### config.mk
export PLATFORM = sky130hd
export DESIGN_NAME = accum_datapath_rf_flat
export DESIGN_NICKNAME = d
export VERILOG_FILES = /design/src/rtl/accum_datapath_rf_if.sv /design/src/rtl/accum_datapath_rf.sv /design/src/flat_wrapper.sv
export SDC_FILE = /design/constraint.sdc
export NUM_CORES = 1
export LEC_CHECK = 0
export BUFFER_PORTS_ARGS = -buffer_cell sky130_fd_sc_hd__buf_4
export CAP_MARGIN = 20
export CORE_MARGIN = 4
export CORE_UTILIZATION = 39
export CTS_CLUSTER_DIAMETER = 200
export DETAILED_ROUTE_END_ITERATION = 16
export PLACE_DENSITY = 0.64
export SYNTH_ARGS = -nofsm -noshare
export SYNTH_HDL_FRONTEND = slang
export SYNTH_SLANG_ARGS = --single-unit
export TNS_END_PERCENT = 1
### constraint.sdc
create_clock -name clk -period 2.7 [get_ports clk]
set_input_delay 0.675 -clock clk [delete_from_list [all_inputs] [get_ports clk]]
set_output_delay 0.675 -clock clk [all_outputs]
set_load 0.01 [all_outputs]
### src/rtl/accum_datapath_rf_if.sv
// Command channel into the register-file datapath: one op per valid/ready handshake.
// The block drives cmd_ready; the command source holds the payload until it is accepted.
interface accum_datapath_rf_if #(
  parameter int WIDTH = 4,
  parameter int AW    = 2
);
  logic             cmd_valid;
  logic             cmd_ready;
  logic [2:0]       cmd_op;
  logic [AW-1:0]    cmd_dst;
  logic [AW-1:0]    cmd_src;
  logic             cmd_use_imm;
  logic [WIDTH-1:0] cmd_imm;

  modport master (
    output cmd_valid, cmd_op, cmd_dst, cmd_src, cmd_use_imm, cmd_imm,
    input  cmd_ready
  );

  modport slave (
    input  cmd_valid, cmd_op, cmd_dst, cmd_src, cmd_use_imm, cmd_imm,
    output cmd_ready
  );
endinterface

### src/rtl/accum_datapath_rf.sv
// Register-file ALU datapath: single-cycle ops write at accept, MUL writes WIDTH cycles later.
// done pulses the cycle after a write; cmd_ready is low while a multiply is iterating.
module accum_datapath_rf #(
  parameter int WIDTH = 4,
  parameter int NREGS = 4
) (
  input  logic                     clk,
  input  logic                     rst_n,
  accum_datapath_rf_if.slave       cmd,
  input  logic [$clog2(NREGS)-1:0] rd_addr,
  output logic [WIDTH-1:0]         rd_data,
  output logic                     done,
  output logic [WIDTH-1:0]         result,
  output logic                     carry_out,
  output logic                     zero
);
  localparam int AW = $clog2(NREGS);
  localparam int CW = $clog2(WIDTH);
  localparam logic [CW-1:0] CNT_LAST = CW'(WIDTH - 1);

  localparam logic [2:0] OP_LOAD = 3'b000;
  localparam logic [2:0] OP_ADD  = 3'b001;
  localparam logic [2:0] OP_SUB  = 3'b010;
  localparam logic [2:0] OP_AND  = 3'b011;
  localparam logic [2:0] OP_OR   = 3'b100;
  localparam logic [2:0] OP_XOR  = 3'b101;
  localparam logic [2:0] OP_MUL  = 3'b110;
  localparam logic [2:0] OP_SHR  = 3'b111;

  typedef enum logic {S_IDLE, S_MUL} state_t;

  state_t             state;
  logic               ready_q;
  logic [WIDTH-1:0]   regs [NREGS];

  logic [2*WIDTH-1:0] prod;
  logic [2*WIDTH-1:0] mcand;
  logic [WIDTH-1:0]   mplier;
  logic [CW-1:0]      cnt;
  logic [AW-1:0]      mul_dst;

  logic               accept;
  logic [WIDTH-1:0]   opnd_a;
  logic [WIDTH-1:0]   opnd_b;
  logic [WIDTH:0]     sum_w;
  logic [WIDTH:0]     diff_w;
  logic [WIDTH-1:0]   alu_val;
  logic               alu_c;
  logic [2*WIDTH-1:0] prod_nxt;
  logic               mul_last;

  // ready_q is cleared by reset, so no command is taken until the first edge after release
  assign cmd.cmd_ready = ready_q;
  assign accept        = cmd.cmd_valid & ready_q;
  assign rd_data       = regs[rd_addr];

  assign opnd_a = regs[cmd.cmd_dst];
  assign opnd_b = cmd.cmd_use_imm ? cmd.cmd_imm : regs[cmd.cmd_src];
  assign sum_w  = {1'b0, opnd_a} + {1'b0, opnd_b};
  assign diff_w = {1'b0, opnd_a} - {1'b0, opnd_b};

  always_comb begin
    alu_val = '0;
    alu_c   = 1'b0;
    case (cmd.cmd_op)
      OP_LOAD: alu_val = opnd_b;
      OP_ADD:  begin alu_val = sum_w[WIDTH-1:0];  alu_c = sum_w[WIDTH];  end
      OP_SUB:  begin alu_val = diff_w[WIDTH-1:0]; alu_c = diff_w[WIDTH]; end
      OP_AND:  alu_val = opnd_a & opnd_b;
      OP_OR:   alu_val = opnd_a | opnd_b;
      OP_XOR:  alu_val = opnd_a ^ opnd_b;
      OP_MUL:  alu_val = '0;
      OP_SHR:  begin alu_val = opnd_a >> 1; alu_c = opnd_a[0]; end
    endcase
  end

  // One shift-add step per cycle; the last step's sum is written straight to the file
  assign prod_nxt = prod + (mplier[0] ? mcand : '0);
  assign mul_last = (cnt == CNT_LAST);

  always_ff @(posedge clk or negedge rst_n) begin
    if (!rst_n) begin
      state     <= S_IDLE;
      ready_q   <= 1'b0;
      for (int i = 0; i < NREGS; i++) regs[i] <= '0;
      prod      <= '0;
      mcand     <= '0;
      mplier    <= '0;
      cnt       <= '0;
      mul_dst   <= '0;
      done      <= 1'b0;
      result    <= '0;
      carry_out <= 1'b0;
      zero      <= 1'b0;
    end else begin
      done <= 1'b0;
      case (state)
        S_IDLE: begin
          ready_q <= 1'b1;
          if (accept) begin
            if (cmd.cmd_op == OP_MUL) begin
              mcand   <= {{WIDTH{1'b0}}, opnd_a};
              mplier  <= opnd_b;
              prod    <= '0;
              cnt     <= '0;
              mul_dst <= cmd.cmd_dst;
              ready_q <= 1'b0;
              state   <= S_MUL;
            end else begin
              regs[cmd.cmd_dst] <= alu_val;
              result            <= alu_val;
              carry_out         <= alu_c;
              zero              <= (alu_val == '0);
              done              <= 1'b1;
            end
          end
        end
        S_MUL: begin
          prod   <= prod_nxt;
          mcand  <= mcand << 1;
          mplier <= mplier >> 1;
          cnt    <= cnt + 1'b1;
          if (mul_last) begin
            regs[mul_dst] <= prod_nxt[WIDTH-1:0];
            result        <= prod_nxt[WIDTH-1:0];
            carry_out     <= |prod_nxt[2*WIDTH-1:WIDTH];
            zero          <= (prod_nxt[WIDTH-1:0] == '0);
            done          <= 1'b1;
            ready_q       <= 1'b1;
            state         <= S_IDLE;
          end
        end
      endcase
    end
  end
endmodule

### src/flat_wrapper.sv
// flat-port wrapper written by rule: the top's interface ports become plain ports
module accum_datapath_rf_flat 
#(
  parameter int WIDTH = 4,
  parameter int NREGS = 4
)
  (clk, rst_n, rd_addr, rd_data, done, result, carry_out, zero, cmd_cmd_valid, cmd_cmd_op, cmd_cmd_dst, cmd_cmd_src, cmd_cmd_use_imm, cmd_cmd_imm, cmd_cmd_ready);
  accum_datapath_rf_if #(.WIDTH(WIDTH), .AW(2)) cmd_i ();
  input  logic clk;
  input  logic rst_n;
  input  logic [$clog2(NREGS)-1:0] rd_addr;
  output logic [WIDTH-1:0] rd_data;
  output logic done;
  output logic [WIDTH-1:0] result;
  output logic carry_out;
  output logic zero;
  input wire logic [$bits(cmd_i.cmd_valid)-1:0] cmd_cmd_valid;
  input wire logic [$bits(cmd_i.cmd_op)-1:0] cmd_cmd_op;
  input wire logic [$bits(cmd_i.cmd_dst)-1:0] cmd_cmd_dst;
  input wire logic [$bits(cmd_i.cmd_src)-1:0] cmd_cmd_src;
  input wire logic [$bits(cmd_i.cmd_use_imm)-1:0] cmd_cmd_use_imm;
  input wire logic [$bits(cmd_i.cmd_imm)-1:0] cmd_cmd_imm;
  output wire logic [$bits(cmd_i.cmd_ready)-1:0] cmd_cmd_ready;
  assign cmd_i.cmd_valid = cmd_cmd_valid;
  assign cmd_i.cmd_op = cmd_cmd_op;
  assign cmd_i.cmd_dst = cmd_cmd_dst;
  assign cmd_i.cmd_src = cmd_cmd_src;
  assign cmd_i.cmd_use_imm = cmd_cmd_use_imm;
  assign cmd_i.cmd_imm = cmd_cmd_imm;
  assign cmd_cmd_ready = cmd_i.cmd_ready;
  accum_datapath_rf #(.WIDTH(WIDTH), .NREGS(NREGS)) u_core (.clk(clk), .rst_n(rst_n), .cmd(cmd_i), .rd_addr(rd_addr), .rd_data(rd_data), .done(done), .result(result), .carry_out(carry_out), .zero(zero));
endmodule
# Yosys cells after proc, flatten, opt, wreduce, memory -nomap -nowiden
# Index checks and enable logic that the tools add are counted.
# totals
regBits	49
inputBits	17
output_inout_bits	12
# op_classes
add_sub_neg	4
n_lt_le_gt_ge	6
eq_ne	12
mux	58
bitwise	9
n_reduce_logical	9
# ops
cell	count
$mux W4	14
$mux W16	3
$mux W8	5
$bwmux W16	2
$pmux W16 S2	1
$pmux W4 S8	1
$pmux W8 S2	2
$bmux W4 S2	3
$demux W4 S2	2
$pmux W4 S2	2
$mux W1	14
$eq A3 B3 Y1 const B	4
$ge A3 B3 Y1 const B	4
$not A2 Y3	4
$pmux W1 S2	5
$add A8 B8 Y8	1
$logic_not A4 Y1	2
$eq A3 B2 Y1 const B	2
$lt A3 B1 Y1 const B	2
$reduce_and A3 Y1	2
$add A4 B4 Y5	1
$sub A4 B4 Y5	1
$and A4 B4 Y4	1
$mux W2	2
15 further kinds	18

# Longest topological paths before layout
# Gate-level depths: netlist of run 1.
# depth
ltp_word	11
mapped_depth	12
ltp_nobuf	12

# Worst setup path after synthesis of run 1
# OpenSTA, ideal clock, no wires.
# synth_timing
path_kind	input to register
start	input cmd_cmd_use_imm
end	register u_core.result[3]
setup_ps	126
arrival_ps	2963
required_time_ps	2574
setup_slack_ps	-389
path_stages	11
n_path_buf	2
path_cell_list	clkbuf_1 nor2_1 a222oi_1 ha_1 clkbuf_1 nor4b_1 o21a_1 o31ai_1 o311ai_2 o22ai_2 a221o_1
# synth_between
elab_chain_len	6
word_cells_on_any_way	10
cone_classes	add/sub (2); mux (5); bitwise (3)
# synth_lines
item	line_no	text
start: declaration	flat_wrapper.sv:21	input wire logic [$bits(cmd_i.cmd_use_imm)-1:0] cmd_cmd_use_imm;
$mux W4 *	accum_datapath_rf.sv:58	assign opnd_b = cmd.cmd_use_imm ? cmd.cmd_imm : regs[cmd.cmd_src];
$sub A4 B4 Y5, or another cell as far along	accum_datapath_rf.sv:60	assign diff_w = {1'b0, opnd_a} - {1'b0, opnd_b};
$pmux W4 S8 *	accum_datapath_rf.sv:65	case (cmd.cmd_op)
$mux W4 *	accum_datapath_rf.sv:101	if (cmd.cmd_op == OP_MUL) begin
$mux W4 *	accum_datapath_rf.sv:100	if (accept) begin
$pmux W4 S2 *	accum_datapath_rf.sv:97	case (state)
end signal: assignment	accum_datapath_rf.sv:111	result <= alu_val;
end signal: assignment	accum_datapath_rf.sv:125	result <= prod_nxt[WIDTH-1:0];
end: declaration	accum_datapath_rf.sv:13	output logic [WIDTH-1:0] result,
# Mark *: on every way between the ends. The rest lies on a longest branch, timed or not. The select of a mux whose other input is x is not followed.
# A chain may end at the register's enable or synchronous reset.

# Final worst setup path of run 1
# layout_timing
start	input cmd_cmd_src[0]
end	register u_core.regs[5] in the netlist's numbering
# layout_between
elab_chain_len	11
word_cells_on_any_way	15
cone_classes	add/sub (2); mux (9); bitwise (4)
# layout_lines
item	line_no	text
start: declaration	flat_wrapper.sv:20	input wire logic [$bits(cmd_i.cmd_src)-1:0] cmd_cmd_src;
$not A2 Y3 (not written as such) *	accum_datapath_rf.sv:58	
$bmux W4 S2 *	accum_datapath_rf.sv:58	
$mux W4 (not written as such) * (2 in a row)	accum_datapath_rf.sv:58	
$mux W4 *	accum_datapath_rf.sv:58	
$sub A4 B4 Y5, or another cell as far along	accum_datapath_rf.sv:60	
$pmux W4 S8 *	accum_datapath_rf.sv:65	
$bwmux W16 *	accum_datapath_rf.sv:110	regs[cmd.cmd_dst] <= alu_val;
$mux W16 *	accum_datapath_rf.sv:101	
$mux W16 *	accum_datapath_rf.sv:100	
$pmux W16 S2 *	accum_datapath_rf.sv:97	
end signal: indexed assignment	accum_datapath_rf.sv:110	
end signal: indexed assignment	accum_datapath_rf.sv:124	regs[mul_dst] <= prod_nxt[WIDTH-1:0];
end: declaration	accum_datapath_rf.sv:34	logic [WIDTH-1:0] regs [NREGS];
# Marked as above.

==> impl_metrics.env, run 1 <==
export IMPL_grt_overflow=0
export IMPL_grt_max_degree=50
export IMPL_p_sw_share_pct=42.8
export IMPL_synth_nets=422
export IMPL_diodes=0
export IMPL_postSynth_asyncResetShare_pct=100
export IMPL_gp_congestion=0.879
export IMPL_seqPwrFrac_pct=29.1
export IMPL_grt_pass1_wl_mm=16.6
export IMPL_register_area_um2=1230
export IMPL_finClkSkew_ns=0.0124
export IMPL_synthCells=382
export IMPL_die_w_um=103
export IMPL_seq_area_frac_synth_pct=34.8
export IMPL_dpl_hpwl_mm=7.49
export IMPL_status="complete, but fails checks"
export IMPL_initial_core_util_pct=40.2
export IMPL_ys_seq_elements=49
export IMPL_wirelength_mm=10.1
export IMPL_via_per_inst=5.65
export IMPL_fill_cells=804
export IMPL_tns_ns=-1.73
export IMPL_slew_headroom_pct=58.3
export IMPL_cts_made_buffers=5
export IMPL_tightest_slew_ns=0.626
export IMPL_drt_drc_violations_left=0
export IMPL_design_die_area_um2=10600
export IMPL_final_area_um2=4570
export IMPL_violations="negative setup slack"
export IMPL_end_kind="flip-flop"
export IMPL_drive_gt1_share_pct=32.9
export IMPL_area_delta_synth_final_pct=29.6
export IMPL_layout_common_cells="buf_4, nand2_1, dfrtp_1"
export IMPL_worstPathCellList="buf_8 -> mux4_2 -> mux2i_2 -> inv_2 -> ha_4 -> inv_2 -> fa_2 -> nor2_2 -> o211ai_1 -> o311a_1 -> o31a_1 -> o22a_1 -> o21ai_1"
export IMPL_finalNonFillerCells=570
export IMPL_cts_tree="yes"
export IMPL_ir_drop_v=0.000477
export IMPL_rsz0062_at_grt="true"
export IMPL_drtAntennaViolNets=0
export IMPL_antenna_found_initial=0
export IMPL_post_route_period_util_pct=106
export IMPL_portBuffers=28
export IMPL_die_y_um=103
export IMPL_critPathKind="input pin to flip-flop"
export IMPL_num_io_pins=29
export IMPL_grt_use_total_pct=20.0
export IMPL_p_leak_nw=2.04
export IMPL_max_freq_mhz=351
export IMPL_clkPwrFrac_pct=10.1
export IMPL_hold_viol=0
export IMPL_clock_sinks=49
export IMPL_synthesis_area_um2=3530
export IMPL_synthFlopType="dfrtp_1"
export IMPL_worst_setup_path_start_kind="input pin"
export IMPL_layout_commonest_cell="buf_4"
export IMPL_wl_per_cell_um=17.7
export IMPL_powerDensity_nw_per_um2=967
export IMPL_hold_buffers=0
export IMPL_clkLatencyLatePin_ns=0.31
export IMPL_synth_edf_count=0
export IMPL_final_max_slew_violation_count=0
export IMPL_avgSynthCellArea_um2=9.23
export IMPL_setup_violations=18
export IMPL_hold_ws_ns=0.378
export IMPL_ys_warn_count=0
export IMPL_synth_distinct_cells=61
export IMPL_place_area_um2=4250
export IMPL_core_area_um2=8760
export IMPL_crit_path_frequent_cell="inv_2"
export IMPL_cap_viol_max_count=0
export IMPL_max_stage_delay_ns=0.51
export IMPL_htree_levels=2
export IMPL_clockRootBuffer="clkbuf_8"
export IMPL_drtIter0Drc=138
export IMPL_multiInputGateArea_um2=2360
export IMPL_required_ns=2.92
export IMPL_fp_row_count=34
export IMPL_placed_cells=558
export IMPL_clkSlewWorstSetupHoldPaths_ns=0.10
export IMPL_fin_crit_ns=2.85
export IMPL_switchingPower_mw=1.89
export IMPL_final_nets=501
export IMPL_hold_class="input pin to asynchronous set/reset pin"
export IMPL_internal_power_mw=2.53
export IMPL_power_frac_comb_pct=60.8
export IMPL_vias=3223
export IMPL_finalWorstSetupSlack_ns=-0.153
export IMPL_slowest_stage="mux4_2"
export IMPL_drt_pass1_iterations=4
export IMPL_grt_pass1_vias=3247
export IMPL_clockBufferDepth=2
export IMPL_power_mw=4.42
export IMPL_cp_max_fo=6
export IMPL_critPathArrivalTime_ns=3.08
[final cells by class]
cell class / instances / area share [%]
tap: 108 / 2.96
clock buffer: 5 / 1.51
inverter: 16 / 1.31
timing repair buffer: 90 / 15.4
clock inverter: 3 / 0.465
multi-input combinational: 299 / 51.6
sequential: 49 / 26.8
[cells in the mapped netlist (all sizes together) (3+ instances only)]
master / number / area share (%)
nand2b: 4 / 0.71
nand2: 57 / 6.1
nand3b: 3 / 0.64
o22a: 9 / 2.2
clkbuf: 15 / 1.6
mux4: 11 / 7.3
o32a: 3 / 0.85
a21o: 9 / 1.9
and2: 9 / 1.6
ha: 20 / 7.1
nor4b: 3 / 0.75
nor3: 8 / 1.1
o21a: 4 / 0.85
o21ai: 33 / 4.7
a211oi: 4 / 0.85
buf: 3 / 0.43
a21oi: 19 / 2.8
fa: 3 / 1.7
o31ai: 5 / 1.2
o211ai: 3 / 0.64
nor2b: 6 / 1.1
mux2i: 9 / 2.6
nand3: 4 / 0.57
inv: 16 / 1.7
nor2: 28 / 3.0
a31oi: 4 / 0.71
mux2: 4 / 1.4
xnor2: 6 / 1.5
dfrtp: 49 / 35
[flip-flops by register name, summed over array words and instances, names as in the netlist]
name                  count
u_core.prod               8
u_core.mplier             4
u_core.regs              16
u_core.zero               1
u_core.carry_out          1
u_core.state              1
u_core.mul_dst            2
u_core.result             4
u_core.cnt                2
u_core.cmd.cmd_ready      1
u_core.mcand              8
u_core.done               1
[cell families (layout without fill, tap and decap cells)]
logic type / count (synthesis) / count (layout) / share of synthesized area, %
mux: 24 / 24 / 11.3
fa+ha+maj: 23 / 23 / 8.80
simple gates: 134 / 134 / 18.1
buf+inv: 34 / 114 / 3.73
flops: 49 / 49 / 34.8
xor+xnor: 7 / 7 / 1.74
compound gates: 111 / 111 / 21.5
[stage by stage]
step                utilization, %  setup WS, ns
floorplan                        -        -0.272
global placement              48.5        -0.589
detailed placement            48.5        -0.680
CTS                           50.8        -0.134
global route                  52.1        -0.260
finish                        52.1        -0.153
[per-layer routing]
metal	up-vias	part of all wire, %	track usage, %
met3	17	3.9	3.11
met1	1591	48	29.0
li1	1548	-	-
met4	0	2.0	6.08
met5	-	0	0
met2	67	46	30.7
[critical path: cells and delay by family]
family          cells  cell delay [ns]
simple gates        1             0.10
buf+inv             3             0.24
mux                 2             0.72
fa+ha+maj           2             0.60
compound gates      5             0.75
[path summary, 6_finish.rpt]
check	startpoint	to	slack, ns	depth (start not counted)
setup / recovery	cmd_cmd_src[0]	u_core.regs[5]$_DFFE_PN0P_	-0.15	13
hold / removal	rst_n	u_core.mcand[7]$_DFFE_PN0P_	0.38	1
setup reg to reg	u_core.regs[0]$_DFFE_PN0P_	u_core.regs[5]$_DFFE_PN0P_	-0.12	12
hold reg to reg	u_core.prod[0]$_DFFE_PN0P_	u_core.prod[0]$_DFFE_PN0P_	0.50	2
max in group asynchronous	rst_n	u_core.regs[14]$_DFFE_PN0P_	1.89	1
min in group clk	u_core.prod[0]$_DFFE_PN0P_	u_core.prod[0]$_DFFE_PN0P_	0.50	2
[power groups by stage]
stage | Combinational [mW] | Sequential, mW | Clock, mW
detailed placement | 2.36 | 1.28 | 0
global route | 2.95 | 1.32 | 0.491
finish | 2.69 | 1.29 | 0.445
global placement | 2.33 | 1.28 | 0
CTS | 2.51 | 1.28 | 0.462
floorplan | 1.41 | 1.24 | 0
[what timing repair did]
action,CTS,global route
setup endpoints to repair,22,22
pin swaps,12,21
setup buffers,4,2
cloned,0,0
resized for setup,22,30
No activity file was read; power rests on OpenSTA's default activity.
==> inputs of run 2 (changes only) <==
--- a/config.mk
+++ b/config.mk
@@ -7,11 +7,13 @@
 export LEC_CHECK = 0
 export BUFFER_PORTS_ARGS = -buffer_cell sky130_fd_sc_hd__buf_4
 export CAP_MARGIN = 20
-export CORE_MARGIN = 4
+export CELL_PAD_IN_SITES_DETAIL_PLACEMENT = 1
+export CELL_PAD_IN_SITES_GLOBAL_PLACEMENT = 1
+export CORE_MARGIN = 2
 export CORE_UTILIZATION = 39
 export CTS_CLUSTER_DIAMETER = 200
 export DETAILED_ROUTE_END_ITERATION = 16
-export PLACE_DENSITY = 0.64
+export PLACE_DENSITY = 0.78
 export SYNTH_ARGS = -nofsm -noshare
 export SYNTH_HDL_FRONTEND = slang
 export SYNTH_SLANG_ARGS = --single-unit
==> run 2 against run 1 <==
The flow still finishes with violations (negative setup slack). Clock skew is 0.0011 ns lower. Register-to-register slack got worse by 0.08 ns. Cell area decreased by 1.5%. Clock-buffer cell count did not move. Sequential power about the same. Sequential cell count stayed put. Wire length up 17%. First-iteration DRC count up 25%. Clock power rose by 1%. Utilization down 0.79 points. Power is 1.1% higher. Global-route usage is 3.8 points higher. Critical path type unchanged. Largest cell class unchanged. Highest routed layer unchanged.
==> impl_metrics.env, run 2 (synthesized netlist as in run 1, its figures left out) <==
export IMPL_status="complete, but fails checks"
export IMPL_violations="negative setup slack"
export IMPL_critPathKind="input pin to flip-flop"
export IMPL_gp_congestion=0.874
export IMPL_core_area_um2=8760
export IMPL_drive_gt1_share_pct=30.1
export IMPL_placed_cells=559
export IMPL_num_io_pins=29
export IMPL_vias=3326
export IMPL_final_max_slew_violation_count=0
export IMPL_setup_violations=21
export IMPL_clkSlewWorstSetupHoldPaths_ns=0.09
export IMPL_reg_top3="u_core.regs x16, u_core.mcand x8, u_core.prod x8"
export IMPL_fill_cells=1040
export IMPL_powerDensity_nw_per_um2=993
export IMPL_finClkSkew_ns=0.0113
export IMPL_drt_drc_violations_left=0
export IMPL_initial_core_util_pct=40.2
export IMPL_crit_path_frequent_cell="inv_1"
export IMPL_design_die_area_um2=9820
export IMPL_via_per_inst=5.80
export IMPL_top_register="u_core.regs"
export IMPL_layout_commonest_cell="buf_4"
export IMPL_antenna_found_initial=0
export IMPL_ir_drop_v=0.000492
export IMPL_cts_made_buffers=5
export IMPL_htree_levels=2
export IMPL_max_stage_delay_ns=0.52
export IMPL_cp_max_fo=6
export IMPL_drtIter0Drc=173
export IMPL_critPathArrivalTime_ns=3.13
export IMPL_grt_pass1_vias=3633
export IMPL_die_y_um=99.1
export IMPL_cts_tree="yes"
export IMPL_slowest_stage="mux4_2"
export IMPL_clockBufferDepth=2
export IMPL_tightest_slew_ns=0.651
export IMPL_slew_headroom_pct=56.6
export IMPL_cap_viol_max_count=0
export IMPL_max_freq_mhz=340
export IMPL_end_kind="flip-flop"
export IMPL_final_nets=504
export IMPL_tns_ns=-3.59
export IMPL_crit_buf_inv=3
export IMPL_post_route_period_util_pct=109
export IMPL_hold_ws_ns=0.379
export IMPL_clkLatencyLatePin_ns=0.31
export IMPL_cp_top_family="multiplexers"
export IMPL_grt_max_degree=50
export IMPL_diodes=0
export IMPL_wirelength_mm=11.8
export IMPL_drt_pass1_iterations=4
export IMPL_drtAntennaViolNets=0
export IMPL_wl_per_cell_um=20.5
export IMPL_hold_viol=0
export IMPL_hold_class="input pin to asynchronous set/reset pin"
export IMPL_p_leak_nw=2.06
export IMPL_portBuffers=28
export IMPL_area_delta_synth_final_pct=27.6
export IMPL_dpl_hpwl_mm=8.47
export IMPL_grt_overflow=0
export IMPL_die_w_um=99.1
export IMPL_grt_pass1_wl_mm=18.6
export IMPL_rsz0062_at_grt="true"
export IMPL_grt_use_total_pct=23.8
export IMPL_worstPathCellList="buf_6 -> mux4_2 -> mux2i_2 -> inv_1 -> ha_1 -> inv_1 -> fa_2 -> mux2i_1 -> o31a_1 -> o32a_1 -> a21oi_2"
export IMPL_finalNonFillerCells=573
export IMPL_clockRootBuffer="clkbuf_8"
export IMPL_fp_row_count=34
export IMPL_finalWorstSetupSlack_ns=-0.241
export IMPL_largest_register_ffs=16
export IMPL_layout_common_cells="buf_4, nand2_1, dfrtp_1"
export IMPL_required_ns=2.89
export IMPL_worst_setup_path_start_kind="input pin"
export IMPL_fin_crit_ns=2.94
export IMPL_hold_buffers=0
export IMPL_clock_sinks=49
==> run 2: changes by cell type in the layout (fill, tap and decap cells not counted), moves of 2 or more <==
cell,delta
ha_1,+4
ha_4,-4
clkinv_4,+2
o21ai_0,+4
buf_4,+4
o21ai_1,-3
==> run 2: area by class of cell <==
type	instances	area (um2)	area share [%]
Multi-Input combinational cell	299	2270	50.5
Clock inverter	3	22.5	0.500
Inverter	16	60.1	1.33
Tap cell	108	135	3.00
Sequential cell	49	1230	27.2
Timing Repair Buffer	93	717	15.9
Clock buffer	5	68.8	1.53
==> run 2: path summary, 6_finish.rpt <==
path                                         startpoint  slack (ns)                           end  cells past startpoint
setup / recovery                         cmd_cmd_src[0]       -0.24   u_core.regs[13]$_DFFE_PN0P_                     11
hold / removal                                    rst_n        0.38   u_core.regs[11]$_DFFE_PN0P_                      1
setup reg to reg             u_core.regs[4]$_DFFE_PN0P_       -0.20  u_core.result[2]$_DFFE_PN0P_                     11
hold reg to reg            u_core.mplier[3]$_DFFE_PN0P_        0.50  u_core.mplier[2]$_DFFE_PN0P_                      2
max in group asynchronous                         rst_n        1.88        u_core.state$_DFF_PN0_                      1
min in group clk           u_core.mplier[3]$_DFFE_PN0P_        0.50  u_core.mplier[2]$_DFFE_PN0P_                      2
==> run 2: where the power goes <==
group / leakage (nW) / internal (mW) / total [mW] / switching (mW)
clock network: 0.0481 / 0.185 / 0.450 / 0.265
registers: 0.638 / 1.03 / 1.30 / 0.271
logic: 1.37 / 1.32 / 2.72 / 1.40
==> run 2: repair_timing <==
action	CTS	global route
gates resized for setup	12	17
buffers inserted	2	6
pin swaps	9	6
setup endpoints to repair	22	22
==> run 2: stage by stage <==
step | power, mW | area, um2 | util [%] | setup WS, ns
6_report | 4.47 | 4500 | 51.4 | -0.241
5_1_grt | 4.81 | 4500 | 51.4 | -0.342
4_1_cts | 4.31 | 4400 | 50.2 | -0.213
3_5_place_dp | 3.78 | 4260 | 48.6 | -0.629
3_3_place_gp | 3.66 | 4260 | 48.6 | -0.526
2_1_floorplan | 2.65 | 3560 | - | -0.272
==> run 2: layer usage <==
| layer | wire length, um | vias up | global-route usage, % |
|---|---|---|---|
| met2 | 6010 | 74 | 40.9 |
| met4 | 341 | 0 | 7.59 |
| met3 | 304 | 24 | 2.84 |
| met1 | 5120 | 1672 | 31.4 |
| met5 | 0 | - | 0 |
| li1 | - | 1556 | - |
==> inputs of run 3 (changes only) <==
--- a/config.mk
+++ b/config.mk
@@ -9,11 +9,10 @@
 export CAP_MARGIN = 20
 export CELL_PAD_IN_SITES_DETAIL_PLACEMENT = 1
 export CELL_PAD_IN_SITES_GLOBAL_PLACEMENT = 1
-export CORE_MARGIN = 2
 export CORE_UTILIZATION = 39
 export CTS_CLUSTER_DIAMETER = 200
 export DETAILED_ROUTE_END_ITERATION = 16
-export PLACE_DENSITY = 0.78
+export PLACE_DENSITY = 0.76
 export SYNTH_ARGS = -nofsm -noshare
 export SYNTH_HDL_FRONTEND = slang
 export SYNTH_SLANG_ARGS = --single-unit
==> run 3 against run 2 <==
The flow still finishes with violations (negative setup slack). Non-clock buffer count is 4 lower. Sequential cell count did not move. Combinational power fell by 3%. Fmax decreased by 1.2%. Die area decreased by 4.0%. Via count is 0.84% lower. Clock-buffer cell count increased by 1. Worst setup slack worse by 0.037 ns. Cell area decreased by 0.56%. Register-to-register slack gained 0.04 ns. Worst hold slack got worse by 0.010 ns. Largest cell class unchanged.
==> impl_metrics.env, run 3 (synthesized netlist as in run 1, its figures left out) <==
export IMPL_multiInputGateArea_um2=2260
export IMPL_clock_sinks=49
export IMPL_clockRootBuffer="clkbuf_8"
export IMPL_antenna_found_initial=0
export IMPL_layout_commonest_cell="buf_4"
export IMPL_cts_made_buffers=5
export IMPL_drtAntennaViolNets=0
export IMPL_final_area_um2=4480
export IMPL_met3_length_um=487
export IMPL_powerDensity_nw_per_um2=1000
export IMPL_drtIter0Drc=186
export IMPL_endpoint="u_core.zero$_DFFE_PN0P_"
export IMPL_setup_violations=18
export IMPL_grt_max_degree=50
export IMPL_hold_viol=0
export IMPL_worst_setup_path_start_kind="input pin"
export IMPL_tightest_slew_ns=0.686
export IMPL_cp_max_fo=6
export IMPL_drive_gt1_share_pct=29.5
export IMPL_final_max_slew_violation_count=0
export IMPL_place_area_um2=4250
export IMPL_cap_viol_max_count=0
export IMPL_clkLatencyLatePin_ns=0.31
export IMPL_hold_buffers=0
export IMPL_fill_cells=1014
export IMPL_fp_row_count=34
export IMPL_grt_overflow=0
export IMPL_dpl_hpwl_mm=8.65
export IMPL_top_register="u_core.regs"
export IMPL_diodes=0
export IMPL_routed_top_layer="met4"
export IMPL_die_w_um=97.1
export IMPL_grt_pass1_wl_mm=19.2
export IMPL_ir_drop_v=0.000426
export IMPL_r2r_start="u_core.regs[4]$_DFFE_PN0P_"
export IMPL_p_leak_nw=2.03
export IMPL_num_io_pins=29
export IMPL_initial_core_util_pct=40.4
export IMPL_fin_crit_ns=2.98
export IMPL_hold_ws_ns=0.369
export IMPL_critPathKind="input pin to flip-flop"
export IMPL_cts_tree="yes"
export IMPL_violations="negative setup slack"
export IMPL_r2r_end="u_core.zero$_DFFE_PN0P_"
export IMPL_critPathArrivalTime_ns=3.20
export IMPL_design_die_area_um2=9420
export IMPL_vias=3298
export IMPL_post_route_period_util_pct=110
export IMPL_final_util_pct=51.3
export IMPL_reg_top3="u_core.regs x16, u_core.mcand x8, u_core.prod x8"
export IMPL_clkSlewWorstSetupHoldPaths_ns=0.10
export IMPL_placed_cells=558
export IMPL_grt_pass1_vias=3606
export IMPL_wl_met2_mm=5.64
export IMPL_crit_start="cmd_cmd_src[1]"
export IMPL_rsz0062_at_grt="true"
export IMPL_wl_met1_mm=5.18
export IMPL_grt_use_total_pct=25.5
export IMPL_layout_common_cells="buf_4, nand2_1, dfrtp_1"
export IMPL_wl_per_cell_um=20.3
export IMPL_status="complete, but fails checks"
export IMPL_largest_register_ffs=16
export IMPL_drt_pass1_iterations=4
export IMPL_finalWorstSetupSlack_ns=-0.277
export IMPL_finalNonFillerCells=569
export IMPL_core_area_um2=8720
export IMPL_required_ns=2.92
export IMPL_drt_drc_violations_left=0
export IMPL_wirelength_mm=11.6
export IMPL_gp_congestion=0.835
export IMPL_via_per_inst=5.80
export IMPL_die_y_um=97.1
export IMPL_max_freq_mhz=336
export IMPL_clockBufferDepth=2
export IMPL_htree_levels=2
export IMPL_tns_ns=-2.41
export IMPL_finClkSkew_ns=0.0207
export IMPL_ff2ff_setup_slack_ns=-0.16
export IMPL_register_area_um2=1230
export IMPL_rr_worst_depth=11
export IMPL_hold_class="input pin to asynchronous set/reset pin"
export IMPL_portBuffers=28
export IMPL_end_kind="flip-flop"
export IMPL_area_delta_synth_final_pct=26.9
export IMPL_slew_headroom_pct=54.1
export IMPL_final_nets=500
run 3: cell types whose count changed in the layout (fill, tap and decap cells not counted), sizes merged:
cell    delta
bufinv     +1
clkbuf     +1
buf        -4
clkinv     -2
run 3: metrics by stage:
step | power (mW) | setup slack, ns
detailed placement | 3.76 | -0.662
floorplan | 2.65 | -0.272
global placement | 3.63 | -0.524
CTS | 4.40 | -0.184
global route | 4.81 | -0.392
finish | 4.49 | -0.277
run 3: layout make-up:
cell class | count | area share (%)
Clock inverter | 2 | 0.867
Sequential cell | 49 | 27.4
Clock buffer | 6 | 1.62
Multi-Input combinational cell | 299 | 50.6
Tap cell | 108 | 3.02
Timing Repair Buffer | 89 | 15.2
Inverter | 16 | 1.34
run 3: report_power, final:
| group | total, mW | switching, mW | leakage [nW] | internal (mW) |
|---|---|---|---|---|
| logic | 2.64 | 1.38 | 1.34 | 1.27 |
| registers | 1.30 | 0.279 | 0.638 | 1.03 |
| clock network | 0.541 | 0.263 | 0.0554 | 0.279 |
| total | 4.49 | 1.92 | 2.03 | 2.57 |
run 3: worst max-delay path: stages:
cell,delay [ns]
buf_4,0.14
buf_4,0.14
mux4_2,0.24
mux2i_4,0.09
buf_4,0.18
fa_2,0.56
nor2_1,0.04
o211ai_1,0.21
o311a_1,0.21
o31a_1,0.31
buf_4,0.17
nand4_1,0.08
o21ai_1,0.16
run 3: worst min path at each step:
stage / depth (start not counted) / start / endpoint
finish: 1 / rst_n / u_core.cnt[1]$_DFFE_PN0P_
global route: 1 / rst_n / u_core.cnt[0]$_DFFE_PN0P_
CTS: 1 / rst_n / u_core.cnt[0]$_DFFE_PN0P_
detailed placement: 1 / u_core.prod[4]$_DFFE_PN0P_ / u_core.prod[4]$_DFFE_PN0P_
global placement: 1 / u_core.prod[4]$_DFFE_PN0P_ / u_core.prod[4]$_DFFE_PN0P_
floorplan: 0 / rst_n / u_core.carry_out$_DFFE_PN0P_
run 3: what timing repair did:
item | in CTS | in global routing
gates resized for setup | 20 | 7
setup buffers | 2 | 1
setup endpoints to repair | 22 | 22
pin swaps | 13 | 3
run 3: per-layer routing:
layer,vias up,global-route usage (%)
met2,72,43.0
met5,-,0
li1,1545,-
met1,1663,34.6
met4,0,6.43
met3,18,3.53
